--- src/rtl/game_sel_mux.sv ---
// game_sel_mux: registered N-channel selector with drain-before-switch; GAME_SEL_HOLD_EN keeps out_data after the last delivery
module game_sel_mux #(
  parameter int WIDTH    = 5,
  parameter int CHANNELS = 4,
  parameter int SEL_W    = 2
) (
  input  logic                      clk,
  input  logic                      resetn,
  input  logic [CHANNELS*WIDTH-1:0] in_data,
  input  logic [CHANNELS-1:0]       in_valid,
  output logic [CHANNELS-1:0]       in_ready,
  input  logic [SEL_W-1:0]          sel_in,
  input  logic                      sel_load,
  output logic [WIDTH-1:0]          out_data,
  output logic                      out_valid,
  input  logic                      out_ready,
  output logic [SEL_W-1:0]          cur_sel,
  output logic                      busy,
  output logic                      sel_err
);
`ifdef GAME_SEL_HOLD_EN
  localparam bit HOLD = 1'b1;
`else
  localparam bit HOLD = 1'b0;
`endif
  typedef enum logic [1:0] {IDLE, PASS, DRAIN} state_t;
  state_t state, state_nx;
  logic [SEL_W-1:0] pending, pending_nx, cur_sel_nx, eff;
  logic [WIDTH-1:0] out_data_nx;
  logic out_valid_nx, sel_err_nx, take, give;
  assign in_ready = (state == PASS && (!out_valid || out_ready)) ? CHANNELS'(1) << cur_sel : '0;
  assign take = |(in_ready & in_valid);
  assign give = out_valid & out_ready;
  assign busy = state == DRAIN;
  assign eff = sel_load ? sel_in : pending;
  always_comb begin
    state_nx = state;
    cur_sel_nx = cur_sel;
    pending_nx = pending;
    sel_err_nx = 1'b0;
    out_valid_nx = take | (out_valid & !out_ready);
    out_data_nx = take ? in_data[cur_sel*WIDTH +: WIDTH] : (give && !HOLD) ? '0 : out_data;
    case (state)
      IDLE: if (sel_load) begin
        if (int'(sel_in) < CHANNELS) begin
          cur_sel_nx = sel_in;
          state_nx = PASS;
        end else sel_err_nx = 1'b1;
      end
      PASS: if (sel_load && sel_in != cur_sel) begin
        pending_nx = sel_in;
        state_nx = DRAIN;
      end
      DRAIN: begin
        pending_nx = eff;
        if (!out_valid || out_ready) begin
          if (int'(eff) < CHANNELS) begin
            cur_sel_nx = eff;
            state_nx = PASS;
          end else begin
            sel_err_nx = 1'b1;
            state_nx = IDLE;
          end
        end
      end
      default: state_nx = IDLE;
    endcase
  end
  always_ff @(posedge clk or negedge resetn) begin
    if (!resetn) begin
      state <= IDLE;
      cur_sel <= '0;
      pending <= '0;
      out_data <= '0;
      out_valid <= 1'b0;
      sel_err <= 1'b0;
    end else begin
      state <= state_nx;
      cur_sel <= cur_sel_nx;
      pending <= pending_nx;
      out_data <= out_data_nx;
      out_valid <= out_valid_nx;
      sel_err <= sel_err_nx;
    end
  end
endmodule

--- config.mk ---
export PLATFORM = sky130hd
export DESIGN_NAME = game_sel_mux
export DESIGN_NICKNAME = d
export VERILOG_FILES = /design/src/rtl/game_sel_mux.sv
export SDC_FILE = /design/constraint.sdc
export NUM_CORES = 1
export LEC_CHECK = 0
export CAP_MARGIN = 0
export CORE_MARGIN = 2
export CORE_UTILIZATION = 31
export CTS_BUF_LIST = sky130_fd_sc_hd__clkbuf_4 sky130_fd_sc_hd__clkbuf_8
export DETAILED_ROUTE_END_ITERATION = 16
export PLACE_DENSITY_LB_ADDON = 0.05
export SLEW_MARGIN = 20
export SYNTH_ARGS = -nofsm -noshare
export SYNTH_HDL_FRONTEND = slang
export SYNTH_SLANG_ARGS = --single-unit
--- constraint.sdc ---
create_clock -name clk -period 1.9 [get_ports clk]
set_input_delay 0.38 -clock clk [delete_from_list [all_inputs] [get_ports clk]]
set_output_delay 0.38 -clock clk [all_outputs]
set_load 0.03 [all_outputs]
Yosys cells after proc, flatten, opt, wreduce, memory -nomap -nowiden
Index checks and enable logic that the tools add are counted.
{"block": "word_totals", "ff_bits": 12, "in_bits": 30, "output_inout_bits": 14, "elab_cells": 44}
{"block": "classes", "mul": 1, "n_eq_ne": 6, "n_shift": 2, "n_mux": 13, "n_bitwise": 4, "n_reduce_logical": 13}
{"cell": "variable part select 20 x 6 -> 5 bit", "n": 1}
{"cell": "two-way mux 2 bit", "n": 7}
{"cell": "two-way mux 5 bit", "n": 2}
{"cell": "one-hot mux 2 bit (2 select lines)", "n": 2}
{"cell": "one-hot mux 2 bit (3 select lines)", "n": 1}
{"cell": "AND reduction 3 bit", "n": 2}
{"cell": "nonzero test 2 bit", "n": 3}
{"cell": "multiplier 2 x 3 -> 5 bit (second input constant)", "n": 1}
{"cell": "AND 4 bit", "n": 1}
{"cell": "two-way mux 4 bit", "n": 1}
{"cell": "!= test 2 x 1 -> 1 bit (second input constant)", "n": 2}
{"cell": "OR reduction 4 bit", "n": 1}
{"cell": "<< shifter 1 x 2 -> 4 bit (first input constant)", "n": 1}
{"cell": "AND 1 bit", "n": 2}
{"cell": "== test 2 x 1 -> 1 bit (second input constant)", "n": 1}
{"cell": "== test 2 bit (second input constant)", "n": 1}
{"cell": "logical AND 1 bit", "n": 2}
{"cell": "logical NOT 1 bit", "n": 2}
{"cell": "logical NOT 2 bit", "n": 1}
{"cell": "!= test 2 bit", "n": 1}
{"cell": "!= test 2 bit (second input constant)", "n": 1}
{"cell": "AND reduction 2 bit", "n": 1}
{"cell": "logical OR 1 bit", "n": 1}
{"cell": "bitwise OR 1 bit", "n": 1}

Logic depth before layout (Yosys ltp)
{"block": "depth", "word_depth": 7, "ltp_mapped": 4, "mapped_depth_nobuf": 3}

Worst setup path before layout
Ideal clock, no wire load.
{"block": "synth_timing", "kind": "reg-to-output", "start": "register cur_sel[1]", "end": "output in_ready[2]", "arrival_ps": 2070, "required_time_ps": 1520, "path_slack_ps": -550, "path_stages_with_launch": 5, "path_buffers": 2, "path_cell_list": "dfrtp_1 buf_2 buf_2 inv_2 nor4_1"}
{"block": "synth_via", "elab_chain_cells": 2}
{"element": "start, declared", "line_no": "17", "text": "output logic [SEL_W-1:0] cur_sel,"}
{"element": "start signal, assigned", "line_no": "79", "text": "cur_sel <= cur_sel_nx;"}
{"element": "<< shifter 1 x 2 -> 4 bit", "line_no": "31", "text": "assign in_ready = (state == PASS && (!out_valid || out_ready)) ? CHANNELS'(1) << cur_sel : '0;"}
{"element": "two-way mux 4 bit", "line_no": "31"}
{"element": "end, declared", "line_no": "11", "text": "output logic [CHANNELS-1:0] in_ready,"}
No other way between the ends.

Worst setup path in the final report
{"block": "layout_timing", "start": "register out_valid", "end": "output out_valid"}
{"element": "start, declared", "line_no": "15", "text": "output logic out_valid,"}
{"element": "start signal, assigned", "line_no": "82", "text": "out_valid <= out_valid_nx;"}
No word-level cell between the ends.

==> results.ini <==
[yosys]
synth_cell_types=34
synth-main-ff-cell=dfrtp_1
yosysSeqAreaShare_pct=33.2
yosys.area.top_type=dfrtp_1
ys_top_cells_by_area=dfrtp_1, mux2i_1, a221o_1, o221ai_1, nor2b_1
yosysTopAreaCellShare_pct=33.2
synth_edf_count=0
ys.warnings.count=0
postSynth.asyncResetShare_pct=100
synth_fp_nets=122
synth-seq-cells=12
syn_inst=92
synthesis.area_um2=905
syn_avg_cell_area_um2=9.83

[detailed_routing]
drcViolationCount=0
routed.top_layer=met4
drt-initial-drc-count=25
wirelength_um=2580
wl_met1_um=1190
via_per_inst=5.16
wl_met3_um=107
ant_nets=0
drt_pass1_iterations=4
num_vias=913
wl_per_cell_um=14.6
dr_wl_met2_um=1220

[clocking]
clk_pin_slew_worst_paths_ns=0.08
cts-root-buf=clkbuf_4
cts.sinks=12
cts_buffer_depth=2
clk_latency_ns=0.28
cts_tree=yes
cts_setup_buffers=0
cts_hold_buf=0
cts_made_buffers=3
h-tree-depth=1

[timing]
min_period_ns=1.83
fin_skew_ns=0.00172
slew_headroom_pct=57.9
fin_setup_tns_ns=0
fin_hold_ws_ns=0.466
fin_crit_sh_pct=96.2
worst_pin_slew_ns=0.631
slew_violations=0
max_freq_mhz=547
setup_viol=0
finalHoldViolCount=0

[global_route]
grt_pass1_wl_um=4440
overflow=0
grt_max_degree=15
first_global_vias=989
antenna_found_initial=0
track_usage_pct=17.3

[cells_and_area]
area_growth_pct=65.1
layout_common_cells=clkdlybuf4s50_1, buf_4, mux2i_1
drive_gt1_share_pct=21.9
layout_commonest_cell=clkdlybuf4s50_1
nNetsFinal=177
utilization_pct=54.2
n_antenna_cell=0
instances_no_fill=177
fillers=251

[setup_path]
start_kind=flip-flop
crit_type=flip-flop to output pin
cp_data_arrival_time_ns=1.45
worstSetupEndpointType=output pin
reg2reg_slack_ns=0.16
critPathRequiredTime_ns=1.52
slowest_delay_ns=0.67
critPathSlowestCell=clkdlybuf4s50_1
path_max_fanout=8
crit_path_cell_trace=buf_4 > clkdlybuf4s50_1

[power_and_ir_drop]
p_per_area_nw_per_um2=1470
p_total_mw=2.20
vdd_drop_max_uv=1040
p_int_mw=1.19
swShare_pct=45.8
clockPowerShare_pct=9.6
leakage_nw=0.646
power_switching_mw=1.01
comb_power_share_pct=68.8
pwr-share-seq_pct=21.6

[place]
dp_cells=173
numPortBuffers=42
hpwl_um=2060
gp_congestion=0.817

[floorplan]
io_pins=44
die_x_um=58.0
start_util_pct=32.8
rows=19
die_y_um=58.0
coreArea_um2=2760
die_area_um2=3370

[hold_path]
worstHoldPathType=input pin to asynchronous set/reset pin

[flow_run]
drv_cap=0

[run_status]
status=finished, final reports clean

registers in the layout, indices dropped and copies added (netlist names):
name / count
cur_sel: 2
out_data: 5
out_valid: 1
pending: 2
state: 2
stage by stage:
| step | instance area (um^2) | setup WS [ns] |
|---|---|---|
| 6_report | 1490 | 0.0724 |
| 5_1_grt | 1490 | -0.000640 |
| 4_1_cts | 1500 | 0.0493 |
| 3_5_place_dp | 1450 | -0.371 |
| 3_3_place_gp | 1450 | -0.351 |
| 2_1_floorplan | 937 | -0.0193 |
worst max-delay path: cells and delay by family, from the launching register on:
| family | cells | cell delay, ns |
|---|---|---|
| buffers and inverters | 2 | 0.82 |
| flip-flops | 1 | 0.34 |
cell families (layout without fill, tap and decap cells):
| kind of cell | after synthesis | in the layout | synth area share [%] |
|---|---|---|---|
| buf+inv | 12 | 66 | 6.78 |
| mux | 17 | 17 | 20.6 |
| flops | 12 | 12 | 33.2 |
| compound gates | 19 | 19 | 18.8 |
| other cells | 1 | 1 | 0.415 |
| simple gates | 29 | 29 | 18.3 |
| xor+xnor | 2 | 2 | 1.94 |
metal layers:
layer	up-vias	GRT usage [%]
met5	-	0
met1	422	23.3
met4	0	8.97
met2	23	26.6
met3	4	2.90
li1	464	-
layout make-up:
class / count / area [um^2] / area share (%)
clock buffers: 4 / 36.3 / 2.43
inverters: 6 / 22.5 / 1.51
multi-input cells: 68 / 581 / 38.9
flip-flops and latches: 12 / 300 / 20.1
well taps: 31 / 38.8 / 2.60
repair buffers: 56 / 515 / 34.5
synth_stat cells (2+ instances only):
cell type and instances:
dfrtp_1 12, nand2b_1 2, mux2_1 2, nor3b_1 2, and2_1 2, a221o_1 5
nor2_1 4, and3_1 2, mux2i_1 13, inv_1 5, xnor2_1 2, nor4_1 2
nand2_1 5, o221ai_1 5, nand4_1 3, o311ai_1 2, buf_2 4, nor2b_1 4
worst paths after layout:
| kind | depth (start not counted) | startpoint | end |
|---|---|---|---|
| max | 2 | out_valid$_DFF_PN0_ | out_valid |
| min | 1 | resetn | pending[0]$_DFFE_PN0P_ |
| max reg2reg | 4 | state[1]$_DFFE_PN0P_ | out_data[0]$_DFFE_PN0P_ |
| min reg2reg | 2 | pending[0]$_DFFE_PN0P_ | pending[0]$_DFFE_PN0P_ |
| max in group asynchronous | 1 | resetn | out_data[1]$_DFFE_PN0P_ |
| min in group clk | 2 | pending[0]$_DFFE_PN0P_ | pending[0]$_DFFE_PN0P_ |
power groups by stage:
stage | Combinational, mW | Sequential (mW) | Clock (mW)
2_1_floorplan | 0.847 | 0.605 | 0
3_3_place_gp | 1.51 | 0.478 | 0
3_5_place_dp | 1.52 | 0.479 | 0
4_1_cts | 1.52 | 0.474 | 0.215
5_1_grt | 1.64 | 0.491 | 0.230
6_report | 1.51 | 0.475 | 0.212
repair_timing:
item / CTS / global route
cloned: 0 / 0
resized for setup: 13 / 6
pin swaps: 1 / 0
endpoints found under the setup margin: 6 / 4
Power figures use the tool's default switching activity.
